==> config.mk <==
export PLATFORM = sky130hd
export DESIGN_NAME = pipeline_ctrl_flat
export DESIGN_NICKNAME = d
export VERILOG_FILES = /design/src/rtl/pipe_ctrl_pkg.sv /design/src/rtl/pipeline_ctrl_if.sv /design/src/rtl/pipeline_ctrl_fwd_unit.sv /design/src/rtl/pipeline_ctrl.sv /design/src/flat_wrapper.sv
export SDC_FILE = /design/constraint.sdc
export NUM_CORES = 1
export LEC_CHECK = 0
export ABC_AREA = 1
export BUFFER_PORTS_ARGS = -buffer_cell sky130_fd_sc_hd__buf_2
export CORE_ASPECT_RATIO = 1.75
export CORE_MARGIN = 2
export CORE_UTILIZATION = 38
export DETAILED_ROUTE_END_ITERATION = 6
export PLACE_DENSITY = 0.81
export SKIP_CTS_REPAIR_TIMING = 1
export SLEW_MARGIN = 10
export SYNTH_ARGS = -nofsm -noshare
export SYNTH_HDL_FRONTEND = slang
export SYNTH_SLANG_ARGS = --single-unit
==> constraint.sdc <==
create_clock -name CLK -period 2.2 [get_ports CLK]
set_clock_uncertainty 0.05 [all_clocks]
set_input_delay 0 -clock CLK [delete_from_list [all_inputs] [get_ports CLK]]
set_output_delay 0 -clock CLK [all_outputs]
set_load 0.005 [all_outputs]
==> src/rtl/pipe_ctrl_pkg.sv <==
// Shared constants for the pipeline hazard/sequencing controller.
// FSM state encodings, EX-stage forwarding select codes and the halt instruction word.
// Pure declarations; no logic, no latency.
package pipe_ctrl_pkg;

  // halt-drain FSM states
  localparam logic [1:0] RUN    = 2'd0;
  localparam logic [1:0] DRAIN  = 2'd1;
  localparam logic [1:0] HALTED = 2'd2;

  // EX operand source selects
  localparam logic [1:0] FWD_RF  = 2'b00;
  localparam logic [1:0] FWD_WB  = 2'b01;
  localparam logic [1:0] FWD_MEM = 2'b10;

  // instruction encoding that requests a halt
  localparam logic [31:0] HALT_WORD = 32'hFFFF_FFFF;

endpackage

==> src/rtl/pipeline_ctrl_if.sv <==
// Bundle of hazard inputs from the datapath and stall/flush/forward controls back to it.
// Wires only, zero latency; no backpressure, all signals sampled every cycle.
// Optional perf counter outputs exist when PIPE_PERF_CNT_EN is defined.
interface pipeline_ctrl_if;
  logic [31:0] instr_d;
  logic [4:0]  rs_d;
  logic [4:0]  rt_d;
  logic [4:0]  rs_e;
  logic [4:0]  rt_e;
  logic        regwrite_e;
  logic        memtoreg_e;
  logic [4:0]  writereg_e;
  logic        regwrite_m;
  logic [4:0]  writereg_m;
  logic        regwrite_w;
  logic [4:0]  writereg_w;
  logic        branch_taken_m;
  logic        stall_f;
  logic        stall_d;
  logic        flush_d;
  logic        flush_e;
  logic        flush_m;
  logic [1:0]  fwd_a_e;
  logic [1:0]  fwd_b_e;
  logic        halted;
`ifdef PIPE_PERF_CNT_EN
  logic [31:0] cyc_cnt;
  logic [31:0] stall_cnt;
  logic [31:0] flush_cnt;
`endif

  // controller side: consumes hazard info, drives controls
  modport master (
    input  instr_d, rs_d, rt_d, rs_e, rt_e, regwrite_e, memtoreg_e, writereg_e,
           regwrite_m, writereg_m, regwrite_w, writereg_w, branch_taken_m,
    output stall_f, stall_d, flush_d, flush_e, flush_m, fwd_a_e, fwd_b_e, halted
`ifdef PIPE_PERF_CNT_EN
    , output cyc_cnt, stall_cnt, flush_cnt
`endif
  );

  // datapath side: supplies hazard info, obeys controls
  modport slave (
    output instr_d, rs_d, rt_d, rs_e, rt_e, regwrite_e, memtoreg_e, writereg_e,
           regwrite_m, writereg_m, regwrite_w, writereg_w, branch_taken_m,
    input  stall_f, stall_d, flush_d, flush_e, flush_m, fwd_a_e, fwd_b_e, halted
`ifdef PIPE_PERF_CNT_EN
    , input cyc_cnt, stall_cnt, flush_cnt
`endif
  );
endinterface

==> src/rtl/pipeline_ctrl_fwd_unit.sv <==
// Forwarding select for one EX source operand.
// Combinational, zero latency; no backpressure.
// MEM result beats WB result; register $0 is never forwarded.
module fwd_unit
  import pipe_ctrl_pkg::*;
(
  input  logic [4:0] src,
  input  logic       regwrite_m,
  input  logic [4:0] writereg_m,
  input  logic       regwrite_w,
  input  logic [4:0] writereg_w,
  output logic [1:0] sel
);

  // priority compare: MEM stage first, then WB, else register file
  always_comb begin
    sel = FWD_RF;
    if (regwrite_m && (writereg_m != 5'd0) && (writereg_m == src))
      sel = FWD_MEM;
    else if (regwrite_w && (writereg_w != 5'd0) && (writereg_w == src))
      sel = FWD_WB;
  end

endmodule

==> src/rtl/pipeline_ctrl.sv <==
// Hazard/sequencing controller: stalls, flushes, EX forwarding and halt-drain FSM.
// Controls are combinational from current inputs and FSM state; FSM updates on CLK.
// No backpressure of its own; it is the source of stall/flush for the pipeline.
// Optional perf counters (cyc/stall/flush) are built when PIPE_PERF_CNT_EN is defined.
module pipeline_ctrl #(
  parameter int          DRAIN_CYCLES = 3,
  parameter logic [31:0] HALT_WORD    = pipe_ctrl_pkg::HALT_WORD
) (
  input  logic            CLK,
  input  logic            RESET,
  pipeline_ctrl_if.master bus
);
  import pipe_ctrl_pkg::*;

  localparam int CW = $clog2(DRAIN_CYCLES + 1);

  logic [1:0]    state;
  logic [CW-1:0] drain_cnt;
  logic          lu;
  logic          halt_req;

  fwd_unit u_fwd_a (
    .src(bus.rs_e), .regwrite_m(bus.regwrite_m), .writereg_m(bus.writereg_m),
    .regwrite_w(bus.regwrite_w), .writereg_w(bus.writereg_w), .sel(bus.fwd_a_e)
  );

  fwd_unit u_fwd_b (
    .src(bus.rt_e), .regwrite_m(bus.regwrite_m), .writereg_m(bus.writereg_m),
    .regwrite_w(bus.regwrite_w), .writereg_w(bus.writereg_w), .sel(bus.fwd_b_e)
  );

  // load-use hazard and halt request, only meaningful while running
  always_comb begin
    lu = (state == RUN) && bus.regwrite_e && bus.memtoreg_e && (bus.writereg_e != 5'd0) &&
         ((bus.writereg_e == bus.rs_d) || (bus.writereg_e == bus.rt_d));
    halt_req = (state == RUN) && (bus.instr_d == HALT_WORD) && !bus.branch_taken_m && !lu;
  end

  // stall/flush decode; a taken branch overrides everything except a finished halt
  always_comb begin
    bus.stall_f = 1'b0;
    bus.stall_d = 1'b0;
    bus.flush_d = 1'b0;
    bus.flush_e = 1'b0;
    bus.flush_m = 1'b0;
    case (state)
      RUN: begin
        if (lu) begin
          bus.stall_f = 1'b1;
          bus.stall_d = 1'b1;
          bus.flush_e = 1'b1;
        end
        // keep the halt word from ever reaching EX
        if (halt_req) bus.flush_e = 1'b1;
      end
      DRAIN: begin
        bus.stall_f = 1'b1;
        bus.flush_d = 1'b1;
      end
      HALTED: begin
        bus.stall_f = 1'b1;
        bus.stall_d = 1'b1;
        bus.flush_e = 1'b1;
        bus.flush_m = 1'b1;
      end
      default: ;
    endcase
    // the load-use or halt instruction behind a taken branch is wrong-path
    if (bus.branch_taken_m && (state != HALTED)) begin
      bus.flush_d = 1'b1;
      bus.flush_e = 1'b1;
      bus.flush_m = 1'b1;
      bus.stall_f = 1'b0;
      bus.stall_d = 1'b0;
    end
  end

  assign bus.halted = (state == HALTED);

  // halt-drain FSM: let older instructions retire, abort if the halt was wrong-path
  always_ff @(posedge CLK or posedge RESET) begin
    if (RESET) begin
      state     <= RUN;
      drain_cnt <= '0;
    end else begin
      case (state)
        RUN: begin
          if (halt_req) begin
            state     <= DRAIN;
            drain_cnt <= '0;
          end
        end
        DRAIN: begin
          if (bus.branch_taken_m) begin
            state     <= RUN;
            drain_cnt <= '0;
          end else begin
            drain_cnt <= drain_cnt + CW'(1);
            if (drain_cnt == CW'(DRAIN_CYCLES - 1)) state <= HALTED;
          end
        end
        HALTED: state <= HALTED;
        default: state <= RUN;
      endcase
    end
  end

`ifdef PIPE_PERF_CNT_EN
  // performance counters, frozen once halted, wrap naturally
  always_ff @(posedge CLK or posedge RESET) begin
    if (RESET) begin
      bus.cyc_cnt   <= '0;
      bus.stall_cnt <= '0;
      bus.flush_cnt <= '0;
    end else if (state != HALTED) begin
      bus.cyc_cnt <= bus.cyc_cnt + 32'd1;
      if (lu)                 bus.stall_cnt <= bus.stall_cnt + 32'd1;
      if (bus.branch_taken_m) bus.flush_cnt <= bus.flush_cnt + 32'd1;
    end
  end
`endif

endmodule

==> src/flat_wrapper.sv <==
// flat-port wrapper written by rule: the top's interface ports become plain ports
module pipeline_ctrl_flat import pipe_ctrl_pkg::*;
#(
  parameter int          DRAIN_CYCLES = 3,
  parameter logic [31:0] HALT_WORD    = pipe_ctrl_pkg::HALT_WORD
)
  (CLK, RESET, bus_instr_d, bus_rs_d, bus_rt_d, bus_rs_e, bus_rt_e, bus_regwrite_e, bus_memtoreg_e, bus_writereg_e, bus_regwrite_m, bus_writereg_m, bus_regwrite_w, bus_writereg_w, bus_branch_taken_m, bus_stall_f, bus_stall_d, bus_flush_d, bus_flush_e, bus_flush_m, bus_fwd_a_e, bus_fwd_b_e, bus_halted);
  pipeline_ctrl_if bus_i ();
  input  logic CLK;
  input  logic RESET;
  input wire logic [$bits(bus_i.instr_d)-1:0] bus_instr_d;
  input wire logic [$bits(bus_i.rs_d)-1:0] bus_rs_d;
  input wire logic [$bits(bus_i.rt_d)-1:0] bus_rt_d;
  input wire logic [$bits(bus_i.rs_e)-1:0] bus_rs_e;
  input wire logic [$bits(bus_i.rt_e)-1:0] bus_rt_e;
  input wire logic [$bits(bus_i.regwrite_e)-1:0] bus_regwrite_e;
  input wire logic [$bits(bus_i.memtoreg_e)-1:0] bus_memtoreg_e;
  input wire logic [$bits(bus_i.writereg_e)-1:0] bus_writereg_e;
  input wire logic [$bits(bus_i.regwrite_m)-1:0] bus_regwrite_m;
  input wire logic [$bits(bus_i.writereg_m)-1:0] bus_writereg_m;
  input wire logic [$bits(bus_i.regwrite_w)-1:0] bus_regwrite_w;
  input wire logic [$bits(bus_i.writereg_w)-1:0] bus_writereg_w;
  input wire logic [$bits(bus_i.branch_taken_m)-1:0] bus_branch_taken_m;
  output wire logic [$bits(bus_i.stall_f)-1:0] bus_stall_f;
  output wire logic [$bits(bus_i.stall_d)-1:0] bus_stall_d;
  output wire logic [$bits(bus_i.flush_d)-1:0] bus_flush_d;
  output wire logic [$bits(bus_i.flush_e)-1:0] bus_flush_e;
  output wire logic [$bits(bus_i.flush_m)-1:0] bus_flush_m;
  output wire logic [$bits(bus_i.fwd_a_e)-1:0] bus_fwd_a_e;
  output wire logic [$bits(bus_i.fwd_b_e)-1:0] bus_fwd_b_e;
  output wire logic [$bits(bus_i.halted)-1:0] bus_halted;
  assign bus_i.instr_d = bus_instr_d;
  assign bus_i.rs_d = bus_rs_d;
  assign bus_i.rt_d = bus_rt_d;
  assign bus_i.rs_e = bus_rs_e;
  assign bus_i.rt_e = bus_rt_e;
  assign bus_i.regwrite_e = bus_regwrite_e;
  assign bus_i.memtoreg_e = bus_memtoreg_e;
  assign bus_i.writereg_e = bus_writereg_e;
  assign bus_i.regwrite_m = bus_regwrite_m;
  assign bus_i.writereg_m = bus_writereg_m;
  assign bus_i.regwrite_w = bus_regwrite_w;
  assign bus_i.writereg_w = bus_writereg_w;
  assign bus_i.branch_taken_m = bus_branch_taken_m;
  assign bus_stall_f = bus_i.stall_f;
  assign bus_stall_d = bus_i.stall_d;
  assign bus_flush_d = bus_i.flush_d;
  assign bus_flush_e = bus_i.flush_e;
  assign bus_flush_m = bus_i.flush_m;
  assign bus_fwd_a_e = bus_i.fwd_a_e;
  assign bus_fwd_b_e = bus_i.fwd_b_e;
  assign bus_halted = bus_i.halted;
  pipeline_ctrl #(.DRAIN_CYCLES(DRAIN_CYCLES), .HALT_WORD(HALT_WORD)) u_core (.CLK(CLK), .RESET(RESET), .bus(bus_i));
endmodule
==> impl_metrics.json <==
{
  "status": "finished clean",
  "vias": 1240,
  "drt_iter0_markers": 12,
  "clk-insertion-delay-late_ns": 0.22,
  "crit_chain": "inv_1 -> ha_1 -> inv_1 -> nor3_2 -> nand2_1 -> nor2_2 -> or3_1 -> buf_2",
  "dp_slack_ns": 0.461,
  "ys.warnings.count": 0,
  "async_reset_ff_share_pct": 100,
  "wl_met1_microns": 924,
  "clk_pin_slew_ns": 0.03,
  "worst-setup-path-type": "reg2out",
  "postSynthAreaPerCell_sq_um": 5.85,
  "hp-class": "in2reg",
  "rows": 23,
  "area_growth_pct": 52.9,
  "period_share_pct": 81.0,
  "p_per_area_mw_per_mm2": 275,
  "worstPathArrival_ns": 1.73,
  "coreArea_sq_mm": 0.00233,
  "dieArea_sq_mm": 0.00291,
  "synth.area.top_cells": "nand2_1, xnor2_1, dfrtp_1, nor2_1, inv_1",
  "grt_pass1_wl_mm": 4.57,
  "cp-end-kind": "primary output",
  "dr_wl_met2_mm": 1.52,
  "tns_ns": 0,
  "finalCriticalPeriod_ns": 1.78,
  "synth_nets": 241,
  "grt_max_degree": 6,
  "worst_pin_slew_ns": 0.293,
  "drc": 0,
  "io_pins": 84,
  "top_layer": "met4",
  "synth_largest_area_cell": "nand2_1",
  "place.gp.congestion": 0.811,
  "crit_buf_inv": 3,
  "cts_tree": "done",
  "ys_seq_area_share_pct": 10.6,
  "crit_fanout": 5,
  "design_area_sq_mm": 0.00144,
  "synth_edf_count": 0,
  "grt_antenna_before_repair": 0,
  "cts_buffer_depth": 2,
  "ir_drop_mv": 0.448,
  "drtPass1Iterations": 4,
  "p_leak_nw": 0.834,
  "synth-seq-cells": 4,
  "ys.flop_type": "dfrtp_1",
  "worst_slack_ns": 0.417,
  "fmax_mhz": 561,
  "numCtsBuffers": 3,
  "grt_pass1_vias": 1198,
  "drv_cap": 0,
  "hold_viol_final": 0,
  "io_buffers": 83,
  "fp.dieH_microns": 69.9,
  "antenna_left": 0,
  "start_util_pct": 40.4,
  "syn-instance-count": 161,
  "track_usage_pct": 19.3,
  "netlist_top_cells_count": "nand2_1, nor2_1, inv_1, xnor2_1",
  "post_drt_wl_per_cell_microns": 9.81,
  "rsz0062_at_grt": "false",
  "dr_wl_met3_microns": 177,
  "syn_area_sq_um": 942,
  "clock-root-buffer": "clkbuf_8",
  "synth_top_area_share_pct": 18.3,
  "dp_hpwl_mm": 2.46,
  "required_ns": 2.15,
  "slew_violations": 0,
  "drive_gt1_share_pct": 39.1,
  "die_x_microns": 41.6,
  "h-tree-depth": 1,
  "setup_viol": 0,
  "diodes": 0,
  "drt_wl_total_mm": 2.68,
  "ys_types": 20,
  "cpMaxStageDelayCell": "dfrtp_1",
  "postPlaceCellArea_sq_mm": 0.00139,
  "viasPerCell": 4.54,
  "critPathMaxStageDelay_ns": 0.40,
  "slew_headroom_pct": 80.3,
  "cts.sinks": 4,
  "cpMostUsedCell": "inv_1",
  "fin_nets": 330,
  "crit_family": "simple AND/OR/NAND/NOR gates",
  "synth.most_common_cell": "nand2_1",
  "grt_overflow": 0,
  "r2r_slack_ns": 0.47,
  "start_kind": "flop"
}
## kinds of logic (layout without fill, tap and decap cells)
kind of cell	Yosys count	in the layout	synth area share (%)
fa+ha+maj	6	6	7.97
flops	4	4	10.6
xor+xnor	22	22	20.5
simple gates	101	101	47.9
compound gates	5	5	3.85
buf+inv	23	110	9.16
## power breakdown
part	switching, mW	total [mW]	internal (mW)	leakage (nW)
logic	0.0751	0.164	0.0892	0.764
registers	0.000671	0.0757	0.0751	0.0484
clock network	0.0399	0.157	0.117	0.0216
total	0.116	0.397	0.281	0.834
## routing by layer
layer  up-vias  global-route usage [%]
li1        677                       -
met1       506                    17.5
met2        51                    39.4
met3         6                    3.62
met4         0                    6.81
met5         -                       0
## metrics by stage
stage	cells	utilization, %	power, mW	hold WS [ns]
detailed placement	269	59.6	0.240	-0.156
finish	273	61.8	0.397	0.118
floorplan	161	-	0.147	-0.284
CTS	272	61.4	0.400	-0.388
global placement	269	59.6	0.238	-0.157
global route	273	61.8	0.430	0.137
## worst register-to-register path: cells and delay by family, from the launching register on
family                     cells  cell delay [ns]
DFF                            1             0.41
adders and majority gates      1             0.26
buffers and inverters          2             0.23
and+or+nand+nor                8             0.68
## cell usage in the layout, fill, tap and decap left out
cell type	instances
buf_2	83
clkbuf_8	3
dfrtp_1	4
dlygate4sd3_1	1
ha_1	6
inv_1	21
inv_2	2
nand2_1	46
nand2_2	4
nand2_4	1
nand3_1	8
nand3b_1	2
nand4_1	7
nor2_1	24
nor2_2	1
nor3_1	5
nor3_2	1
o21ai_0	4
o41ai_2	1
or2_2	1
or3_1	1
xnor2_1	14
xor2_1	8
## worst paths after layout
check | startpoint | to | depth (start not counted)
setup / recovery | u_core.state[0]$_DFFE_PP0P_ | bus_flush_e | 8
hold / removal | bus_branch_taken_m | u_core.drain_cnt[0]$_DFFE_PP0P_ | 4
setup reg to reg | u_core.state[1]$_DFFE_PP0P_ | u_core.state[0]$_DFFE_PP0P_ | 11
hold reg to reg | u_core.drain_cnt[0]$_DFFE_PP0P_ | u_core.drain_cnt[0]$_DFFE_PP0P_ | 2
max in group asynchronous | RESET | u_core.drain_cnt[0]$_DFFE_PP0P_ | 3
min in group asynchronous | RESET | u_core.state[0]$_DFFE_PP0P_ | 3
## layout make-up
type / count / area, sq um
Sequential cell: 4 / 100
Fill cell: 225 / 891
Multi-Input combinational cell: 134 / 756
Clock buffer: 3 / 41.3
Tap cell: 25 / 31.3
Timing Repair Buffer: 84 / 425
Inverter: 23 / 86.3
## flip-flops by register name, indices dropped and copies added (netlist names)
signal	cells
u_core.state	2
u_core.drain_cnt	2
No activity file was read; power rests on OpenSTA's default activity.
